===== src/rtl/nibble_serial_adder_pkg.sv =====
// -----------------------------------------------------------------------------
// nibble_serial_adder_pkg
// Shared types and constants for the nibble-serial adder controller.
//   state_t  : controller FSM encoding (IDLE, RUN, DONE)
//   NIBBLE_W : width of one adder slice
// Optional feature macro used by the slice: NIBBLE_SERIAL_ADDER_OVF_EN
// -----------------------------------------------------------------------------
package nibble_serial_adder_pkg;

    localparam int NIBBLE_W = 4;

    typedef enum logic [1:0] {
        IDLE = 2'd0,
        RUN  = 2'd1,
        DONE = 2'd2
    } state_t;

endpackage


===== src/rtl/nibble_serial_adder_ctrl_if.sv =====
// -----------------------------------------------------------------------------
// nibble_serial_adder_ctrl_if
// Operand and result handshakes of the nibble-serial adder.
//   master : operand issuer / result consumer (drives in_*, out_ready)
//   slave  : the adder controller (drives in_ready, out_*, busy)
// Signals: in_valid/in_ready/in_a/in_b/in_cin, out_valid/out_ready/out_sum/
//          out_cout, busy; out_ovf only when NIBBLE_SERIAL_ADDER_OVF_EN is set.
// -----------------------------------------------------------------------------
interface nibble_serial_adder_ctrl_if #(
    parameter int WIDTH = 16
);
    import nibble_serial_adder_pkg::*;

    logic             in_valid;
    logic             in_ready;
    logic [WIDTH-1:0] in_a;
    logic [WIDTH-1:0] in_b;
    logic             in_cin;
    logic             out_valid;
    logic             out_ready;
    logic [WIDTH-1:0] out_sum;
    logic             out_cout;
    logic             busy;
`ifdef NIBBLE_SERIAL_ADDER_OVF_EN
    logic             out_ovf;
`endif

    modport master (
        output in_valid, in_a, in_b, in_cin, out_ready,
        input  in_ready, out_valid, out_sum, out_cout, busy
`ifdef NIBBLE_SERIAL_ADDER_OVF_EN
        , input out_ovf
`endif
    );

    modport slave (
        input  in_valid, in_a, in_b, in_cin, out_ready,
        output in_ready, out_valid, out_sum, out_cout, busy
`ifdef NIBBLE_SERIAL_ADDER_OVF_EN
        , output out_ovf
`endif
    );

endinterface


===== src/rtl/four_bit_adder.sv =====
// -----------------------------------------------------------------------------
// four_bit_adder
// Combinational 4-bit adder slice with carry in/out.
//   a, b : slice operands
//   cin  : carry in
//   sum  : slice sum
//   cout : carry out of bit 3
// -----------------------------------------------------------------------------
module four_bit_adder
    import nibble_serial_adder_pkg::*;
(
    input  logic [NIBBLE_W-1:0] a,
    input  logic [NIBBLE_W-1:0] b,
    input  logic                cin,
    output logic [NIBBLE_W-1:0] sum,
    output logic                cout
);

    assign {cout, sum} = {1'b0, a} + {1'b0, b} + {{NIBBLE_W{1'b0}}, cin};

endmodule


===== src/rtl/nibble_serial_adder_ctrl.sv =====
// -----------------------------------------------------------------------------
// nibble_serial_adder_ctrl
// One WIDTH-bit addition computed over NIBBLES cycles through a single
// four_bit_adder, least-significant nibble first, carry registered between
// slices.
// Ports:
//   clk  : rising-edge clock
//   rst  : synchronous active-high reset
//   bus  : slave side of nibble_serial_adder_ctrl_if (operand and result
//          valid/ready handshakes, busy)
// Optional: NIBBLE_SERIAL_ADDER_OVF_EN adds bus.out_ovf, the signed overflow
// flag, captured with the last slice.
//
// state | meaning
// IDLE  | in_ready high, waiting for operands
// RUN   | one nibble per cycle, idx selects the slice
// DONE  | result held on out_* with out_valid until out_ready
// -----------------------------------------------------------------------------
module nibble_serial_adder_ctrl
    import nibble_serial_adder_pkg::*;
#(
    parameter int WIDTH = 16
) (
    input  logic                      clk,
    input  logic                      rst,
    nibble_serial_adder_ctrl_if.slave bus
);

    localparam int NIBBLES = WIDTH / NIBBLE_W;
    localparam int IDX_W   = (NIBBLES > 1) ? $clog2(NIBBLES) : 1;
    localparam logic [IDX_W-1:0] LAST_IDX = IDX_W'(NIBBLES - 1);

    if ((WIDTH % NIBBLE_W) != 0 || WIDTH < 8) begin : g_bad_width
        $error("nibble_serial_adder_ctrl: WIDTH must be a multiple of 4 and >= 8");
    end

    // Operands and sum kept as nibble arrays so the active slice is a plain index.
    typedef logic [NIBBLES-1:0][NIBBLE_W-1:0] word_t;

    state_t           state_q, state_d;
    word_t            a_q, a_d;
    word_t            b_q, b_d;
    word_t            sum_q, sum_d;
    logic             carry_q, carry_d;
    logic [IDX_W-1:0] idx_q, idx_d;
    logic             cout_q, cout_d;
    logic             in_ready_q, in_ready_d;
    logic             out_valid_q, out_valid_d;
    logic             busy_q, busy_d;
`ifdef NIBBLE_SERIAL_ADDER_OVF_EN
    logic             ovf_q, ovf_d;
`endif

    logic [NIBBLE_W-1:0] add_sum;
    logic                add_cout;

    four_bit_adder u_adder (
        .a    (a_q[idx_q]),
        .b    (b_q[idx_q]),
        .cin  (carry_q),
        .sum  (add_sum),
        .cout (add_cout)
    );

    always_comb begin
        state_d = state_q;
        a_d     = a_q;
        b_d     = b_q;
        sum_d   = sum_q;
        carry_d = carry_q;
        idx_d   = idx_q;
        cout_d  = cout_q;
`ifdef NIBBLE_SERIAL_ADDER_OVF_EN
        ovf_d   = ovf_q;
`endif
        case (state_q)
            IDLE: begin
                if (bus.in_valid && in_ready_q) begin
                    a_d     = bus.in_a;
                    b_d     = bus.in_b;
                    carry_d = bus.in_cin;
                    idx_d   = '0;
                    state_d = RUN;
                end
            end
            RUN: begin
                sum_d[idx_q] = add_sum;
                carry_d      = add_cout;
                if (idx_q == LAST_IDX) begin
                    state_d = DONE;
                    cout_d  = add_cout;
`ifdef NIBBLE_SERIAL_ADDER_OVF_EN
                    // add_sum[MSB] is the final sum MSB; sum_q is not yet updated.
                    ovf_d = (a_q[NIBBLES-1][NIBBLE_W-1] == b_q[NIBBLES-1][NIBBLE_W-1]) &&
                            (add_sum[NIBBLE_W-1] != a_q[NIBBLES-1][NIBBLE_W-1]);
`endif
                end else begin
                    idx_d = idx_q + IDX_W'(1);
                end
            end
            DONE: begin
                if (out_valid_q && bus.out_ready) begin
                    state_d = IDLE;
                end
            end
            default: state_d = IDLE;
        endcase

        // Handshake flags are registered copies decoded from the next state.
        in_ready_d  = (state_d == IDLE);
        out_valid_d = (state_d == DONE);
        busy_d      = (state_d != IDLE);
    end

    always_ff @(posedge clk) begin
        if (rst) begin
            state_q     <= IDLE;
            a_q         <= '0;
            b_q         <= '0;
            sum_q       <= '0;
            carry_q     <= 1'b0;
            idx_q       <= '0;
            cout_q      <= 1'b0;
            in_ready_q  <= 1'b1;
            out_valid_q <= 1'b0;
            busy_q      <= 1'b0;
`ifdef NIBBLE_SERIAL_ADDER_OVF_EN
            ovf_q       <= 1'b0;
`endif
        end else begin
            state_q     <= state_d;
            a_q         <= a_d;
            b_q         <= b_d;
            sum_q       <= sum_d;
            carry_q     <= carry_d;
            idx_q       <= idx_d;
            cout_q      <= cout_d;
            in_ready_q  <= in_ready_d;
            out_valid_q <= out_valid_d;
            busy_q      <= busy_d;
`ifdef NIBBLE_SERIAL_ADDER_OVF_EN
            ovf_q       <= ovf_d;
`endif
        end
    end

    assign bus.in_ready  = in_ready_q;
    assign bus.out_valid = out_valid_q;
    assign bus.out_sum   = sum_q;
    assign bus.out_cout  = cout_q;
    assign bus.busy      = busy_q;
`ifdef NIBBLE_SERIAL_ADDER_OVF_EN
    assign bus.out_ovf   = ovf_q;
`endif

endmodule


===== src/flat_wrapper.sv =====
// flat-port wrapper written by rule: the top's interface ports become plain ports
module nibble_serial_adder_ctrl_flat import nibble_serial_adder_pkg::*;
#(
    parameter int WIDTH = 16
)
  (clk, rst, bus_in_valid, bus_in_a, bus_in_b, bus_in_cin, bus_out_ready, bus_in_ready, bus_out_valid, bus_out_sum, bus_out_cout, bus_busy);
  nibble_serial_adder_ctrl_if #(.WIDTH(WIDTH)) bus_i ();
  input  logic clk;
  input  logic rst;
  input wire logic [$bits(bus_i.in_valid)-1:0] bus_in_valid;
  input wire logic [$bits(bus_i.in_a)-1:0] bus_in_a;
  input wire logic [$bits(bus_i.in_b)-1:0] bus_in_b;
  input wire logic [$bits(bus_i.in_cin)-1:0] bus_in_cin;
  input wire logic [$bits(bus_i.out_ready)-1:0] bus_out_ready;
  output wire logic [$bits(bus_i.in_ready)-1:0] bus_in_ready;
  output wire logic [$bits(bus_i.out_valid)-1:0] bus_out_valid;
  output wire logic [$bits(bus_i.out_sum)-1:0] bus_out_sum;
  output wire logic [$bits(bus_i.out_cout)-1:0] bus_out_cout;
  output wire logic [$bits(bus_i.busy)-1:0] bus_busy;
  assign bus_i.in_valid = bus_in_valid;
  assign bus_i.in_a = bus_in_a;
  assign bus_i.in_b = bus_in_b;
  assign bus_i.in_cin = bus_in_cin;
  assign bus_i.out_ready = bus_out_ready;
  assign bus_in_ready = bus_i.in_ready;
  assign bus_out_valid = bus_i.out_valid;
  assign bus_out_sum = bus_i.out_sum;
  assign bus_out_cout = bus_i.out_cout;
  assign bus_busy = bus_i.busy;
  nibble_serial_adder_ctrl #(.WIDTH(WIDTH)) u_core (.clk(clk), .rst(rst), .bus(bus_i));
endmodule

===== config.mk =====
export PLATFORM = sky130hd
export DESIGN_NAME = nibble_serial_adder_ctrl_flat
export DESIGN_NICKNAME = d
export VERILOG_FILES = /design/src/rtl/nibble_serial_adder_pkg.sv /design/src/rtl/nibble_serial_adder_ctrl_if.sv /design/src/rtl/four_bit_adder.sv /design/src/rtl/nibble_serial_adder_ctrl.sv /design/src/flat_wrapper.sv
export SDC_FILE = /design/constraint.sdc
export NUM_CORES = 1
export LEC_CHECK = 0
export ABC_AREA = 1
export CAP_MARGIN = 20
export CORE_ASPECT_RATIO = 0.5
export CORE_UTILIZATION = 50
export DETAILED_ROUTE_END_ITERATION = 7
export GPL_ROUTABILITY_DRIVEN = 0
export PLACE_DENSITY = 0.79
export SYNTH_ARGS = -nofsm -noshare
export SYNTH_HDL_FRONTEND = slang
export SYNTH_SLANG_ARGS = --single-unit

===== constraint.sdc =====
create_clock -name clk -period 2.3 [get_ports clk]
set_input_delay 0.46 -clock clk [delete_from_list [all_inputs] [get_ports clk]]
set_output_delay 0.46 -clock clk [all_outputs]
set_load 0.01 [all_outputs]

Yosys cells after proc, flatten, opt, wreduce, memory -nomap -nowiden --
Index checks and enable logic that the tools add are counted.
Storage, ports and cells: bits of input ports 37, logic and storage cells 57, bits in registers 57, output and inout port bits 20
Cells by class: add/sub/neg operators 3, order comparisons 2, eq/ne operators 6, reduce and logical (&&, ||, !) cells 11, multiplexer cells 16
Operator list (count):
- binary-select mux 4 bit (select 2 bit) | 2
- bitwise mux 16 bit | 1
- two-way mux 4 bit | 3
- two-way mux 2 bit | 5
- demux 4 bit (select 2 bit) | 1
- equality test 2 bit (second input constant) | 3
- case mux 2 bit (3 select lines) | 1
- AND reduction 2 bit | 3
- adder 4 x 4 -> 5 bit | 1
- adder 5 x 1 -> 5 bit | 1
- zero test 2 bit | 2
- case mux 2 bit (2 select lines) | 1
- nonzero test 2 bit | 2
- logical AND 1 bit | 3
- < comparator 2 x 3 -> 1 bit (second input constant) | 1
- AND reduction 3 bit | 1
- adder 2 x 1 -> 2 bit (second input constant) | 1
- equality test 2 x 1 -> 1 bit (second input constant) | 1
- >= comparator 2 x 1 -> 1 bit (second input constant) | 1
- != test 2 x 1 -> 1 bit (second input constant) | 1
- != test 2 bit (second input constant) | 1
- case mux 1 bit (2 select lines) | 1
- two-way mux 1 bit | 1

Longest topological paths before layout --
depth in word-level cells 5, depth in mapped cells 12, depth with buffers taken out 11

Hierarchy --
From an unflattened synthesis, not the netlist that was laid out.
Unflattened totals: cells, all modules 341, area, all modules 2479.9 sq um
By module, submodules not included:
- nibble_serial_adder_ctrl | instances 1, area each 2314.7 sq um, sequential area each 1141.1 sq um, cells each 316
- four_bit_adder | instances 1, area each 165.2 sq um, sequential area each 0.0 sq um, cells each 25

Least setup slack after synthesis --
No wires, ideal clock.
kind flip-flop to flip-flop, start reg u_core.idx_q[1], end reg u_core.sum_q, in the netlist u_core.bus.out_sum[13], clock period less this slack 2088 ps, setup slack 212 ps, arrival time 1972 ps, buffers on the path 1, required time 2184 ps, stages on the path, launching flop included 10, library setup time 116 ps, path through dfxtp_1 > clkbuf_2 > inv_1 > o21ai_0 > o22a_1 > fa_1 > inv_1 > fa_1 > nor2_1 > nor2_1
Between the ends: cells in the longest elaborated chain, start to end 5, elaborated cells between the ends (all ways) 12, those cells by class add/sub: 2; order compare: 2; mux: 7; reduce/logical: 1
Ends and longest elaborated chain:
- from (decl) | RTL line nibble_serial_adder_ctrl.sv:45 | logic [IDX_W-1:0] idx_q, idx_d;
- from (signal assigned) | RTL line nibble_serial_adder_ctrl.sv:136 | idx_q <= idx_d;
- binary-select mux 4 bit (select 2 bit), on equally long branches | RTL line nibble_serial_adder_ctrl.sv:58, nibble_serial_adder_ctrl.sv:59
- two-way mux 4 bit, on equally long branches | RTL line nibble_serial_adder_ctrl.sv:58, nibble_serial_adder_ctrl.sv:59
- adder 4 x 4 -> 5 bit * | RTL line four_bit_adder.sv:19 | assign {cout, sum} = {1'b0, a} + {1'b0, b} + {{NIBBLE_W{1'b0}}, cin};
- adder 5 x 1 -> 5 bit * | RTL line four_bit_adder.sv:19
- via u_core.add_sum[1] | RTL line nibble_serial_adder_ctrl.sv:54 | logic [NIBBLE_W-1:0] add_sum;
- bitwise mux 16 bit * | RTL line nibble_serial_adder_ctrl.sv:87 | sum_d[idx_q] = add_sum;
- to (signal assigned) | RTL line nibble_serial_adder_ctrl.sv:134 | sum_q <= sum_d;
- to (decl) | RTL line nibble_serial_adder_ctrl.sv:43 | word_t sum_q, sum_d;
Mark *: on every way through the listed nets, which the timed path passes. The rest lies on a longest branch. The select of a mux whose other input is x is not followed. A chain may end at the register's enable or synchronous reset.

Worst setup path after layout --
start reg u_core.idx_q[0], end reg u_core.sum_q, in the netlist u_core.bus.out_sum[13]
Same word-level chain as after synthesis.

==> impl_metrics.json <==
{
  "outcome": "finished, final reports clean",
  "cts_tree": "yes",
  "fin_crit_ns": 2.13,
  "port_buffers": 56,
  "diodes": 0,
  "final_cells": 456,
  "die_w_um": 103,
  "grt_max_degree": 53,
  "finalWirelength_um": 5990,
  "final_area_um2": 3340,
  "async_flop_share_pct": 0,
  "drtAntennaViolNets": 0,
  "antenna_found_initial": 0,
  "grt_pass1_wl_um": 9800,
  "die_area_um2": 5380,
  "synth_simple_gate_area_share_pct": 23.3,
  "nets": 431,
  "report.final.slew_viol_count": 0,
  "dr.pass1.iters": 4,
  "crit_chain": "inv_2 -> o21ai_0 -> o22a_1 -> fa_1 -> inv_1 -> fa_1 -> nor2_1 -> nor2_1",
  "initial_core_util_pct": 54.7,
  "worstPathRequired_ns": 2.54,
  "synthMuxAreaShare_pct": 0,
  "route.met2.wl_um": 2700,
  "chipHeight_um": 52.4,
  "synthAdderAreaFrac_pct": 5.03,
  "synth_area_leaders": "dfxtp_1 45%, nor2_1 14%, o21ai_0 10%",
  "crit_buf_inv": 2,
  "top_layer_used": "met4",
  "start_kind": "flip-flop",
  "coreArea_um2": 4640,
  "synth_largest_area_cell": "dfxtp_1",
  "critical-path-top-delay-family": "adder cells",
  "setup_viol": 0,
  "num_vias": 2364,
  "std_cell_rows": 17,
  "synth-xor-area-share_pct": 0.346,
  "placed_area_um2": 3110,
  "dr.first_iter.drc_count": 138,
  "routedWlPerCell_um": 13.1,
  "worstPathArrival_ns": 2.37,
  "rsz0062_at_grt": "no",
  "max_slew_margin_pct": 72.7,
  "drv_cap": 0,
  "fillers": 385,
  "worst-setup-path-type": "flip-flop to flip-flop",
  "netlist_instances": 329,
  "met1Wirelength_um": 2780,
  "clk_pin_slew_ns": 0.06,
  "grt-ovfl-total": 0,
  "p_seq_share_pct": 40.9,
  "worst_slew_pin_slew_ns": 0.410,
  "area_growth_pct": 31.9,
  "grt_use_total_pct": 25.0,
  "synth_nets": 375,
  "cp_slowest_cell": "fa_1",
  "drc": 0,
  "fin_util_pct": 72.1,
  "synth-compound-area-share_pct": 18.1,
  "num_io_pins": 57,
  "clock_skew_ns": 0.00608,
  "synth_edf_count": 0,
  "powerDensity_nw_per_um2": 823,
  "yosysMostFrequentCell": "nor2_1",
  "syn_area_per_cell_um2": 7.70,
  "sw_frac_of_total_pct": 28.1,
  "yosysTopAreaCellShare_pct": 45.0,
  "synth_warnings": 0,
  "finalSetupTns_ns": 0,
  "pwr-share-clk_pct": 38.6,
  "yosysSeqAreaShare_pct": 45.0,
  "worstSetupEndpointType": "flip-flop",
  "dp_cells": 440,
  "worstSkewPairLatency_ns": 0.34,
  "met3WireLength_um": 402,
  "vias_per_cell": 5.18,
  "cts_root_buffer": "clkbuf_8",
  "ys_types": 27,
  "p_leak_nw": 1.42,
  "drive_gt1_share_pct": 8.97,
  "grt_pass1_vias": 2136,
  "ys.flop_type": "dfxtp_1",
  "ys_seq_elements": 57,
  "fmax_ghz": 0.469,
  "synth_top_family_by_area": "simple AND/OR/NAND/NOR gates",
  "syn_area_um2": 2530,
  "critPathMaxStageDelay_ns": 0.49,
  "peakVddDrop_mv": 0.361,
  "p_int_mw": 1.98,
  "dp.final_hpwl_um": 4080,
  "comb_power_share_pct": 20.5,
  "numClockSinks": 57,
  "ctsHtreeMaxLevel": 3,
  "hold_viol": 0,
  "postCtsSetupBuffers": 0,
  "cts_buffers": 9,
  "cts.path.max_buffers": 2,
  "synthTopCellsByCount": "96 x nor2_1, 57 x dfxtp_1, 53 x o21ai_0",
  "hold_class": "flip-flop to flip-flop",
  "period_share_pct": 92.7,
  "power.switching_mw": 0.774,
  "path_max_fanout": 11
}
cells in the final DEF (no fill, tap or decap), types with 2 or more instances in the layout:
cell type        count
nand2_4              2
nor2_4               4
nand2_1             17
ha_1                 7
nor2_1              96
o21a_1               4
nand3_1             12
inv_1               23
dfxtp_1             55
dfxtp_2              2
o21ai_1              9
clkbuf_8            11
buf_4                3
clkdlybuf4s50_1     56
a21oi_1             11
o21ai_0             53
o22ai_1              6
clkinv_2             2
o22a_1               2
bufinv_16            2
inv_2                2
fa_1                 2
nor2_2               2
power groups by stage:
stage          clock network, mW  registers, mW  logic [mW]
5_1_grt                     1.12           1.14       0.634
4_1_cts                     1.07           1.13       0.561
3_3_place_gp                   0           1.15       0.528
6_report                    1.06           1.13       0.563
2_1_floorplan                  0           1.14       0.382
3_5_place_dp                   0           1.15       0.552
repair_timing:
action | 4_1_cts | 5_1_grt
setup endpoints to repair | 0 | 14
resized for setup | 0 | 3
hold buffers | 0 | 0
layout make-up:
class                   instances  area, um^2  share of cell area (%)
inverters                      26         100                    2.99
flip-flops and latches         57        1140                    34.2
multi-input cells             231        1190                    35.5
clock buffers                  11         151                    4.53
repair buffers                 60         603                    18.0
clock inverters                 5        77.6                    2.32
well taps                      66        82.6                    2.47
through the flow:
step	power [mW]	worst slack, ns	hold WS [ns]
detailed placement	1.70	0.0709	0.471
CTS	2.76	0.0453	0.486
global placement	1.67	0.191	0.466
finish	2.75	0.169	0.480
global route	2.89	0.0399	0.509
floorplan	1.52	0.212	0.449
registers in the layout, summed over array words and instances (netlist names):
signal / flops
u_core.b_q: 16
u_core.state_q: 2
u_core.idx_q: 2
u_core.bus.out_valid: 1
u_core.carry_q: 1
u_core.bus.busy: 1
u_core.a_q: 16
u_core.bus.out_cout: 1
u_core.bus.in_ready: 1
u_core.bus.out_sum: 16
worst register-to-register path: cells and delay by family, from the launching register on:
kind / cells / cell delay, ns
flip-flops: 1 / 0.38
buffers and inverters: 2 / 0.26
adder cells (fa/ha/maj): 2 / 0.89
AO/OA/AOI/OAI: 2 / 0.30
AND/OR/NAND/NOR: 2 / 0.19
logic make-up after synthesis:
kind of cell               Yosys count
AOI/OAI and AO/OA                   86
adders and majority gates            9
buffers and inverters               41
DFF                                 57
xor gates and xnor gates             1
and+or+nand+nor                    135
final timing paths:
path,from,slack (ns),cells past startpoint,to
setup / recovery,u_core.idx_q[0]$_SDFFE_PP0P_,0.17,8,u_core.bus.out_sum[13]$_SDFFE_PP0P_
setup reg to reg,u_core.idx_q[0]$_SDFFE_PP0P_,0.17,8,u_core.bus.out_sum[13]$_SDFFE_PP0P_
hold / removal,u_core.b_q[11]$_SDFFE_PP0P_,0.48,2,u_core.b_q[11]$_SDFFE_PP0P_
hold reg to reg,u_core.b_q[11]$_SDFFE_PP0P_,0.48,2,u_core.b_q[11]$_SDFFE_PP0P_
per-layer routing:
layer,GRT usage [%],up-vias
li1,-,1180
met1,31.2,1099
met2,39.3,72
met3,9.47,13
met4,9.76,0
met5,0,-
No activity file was read; power rests on OpenSTA's default activity.
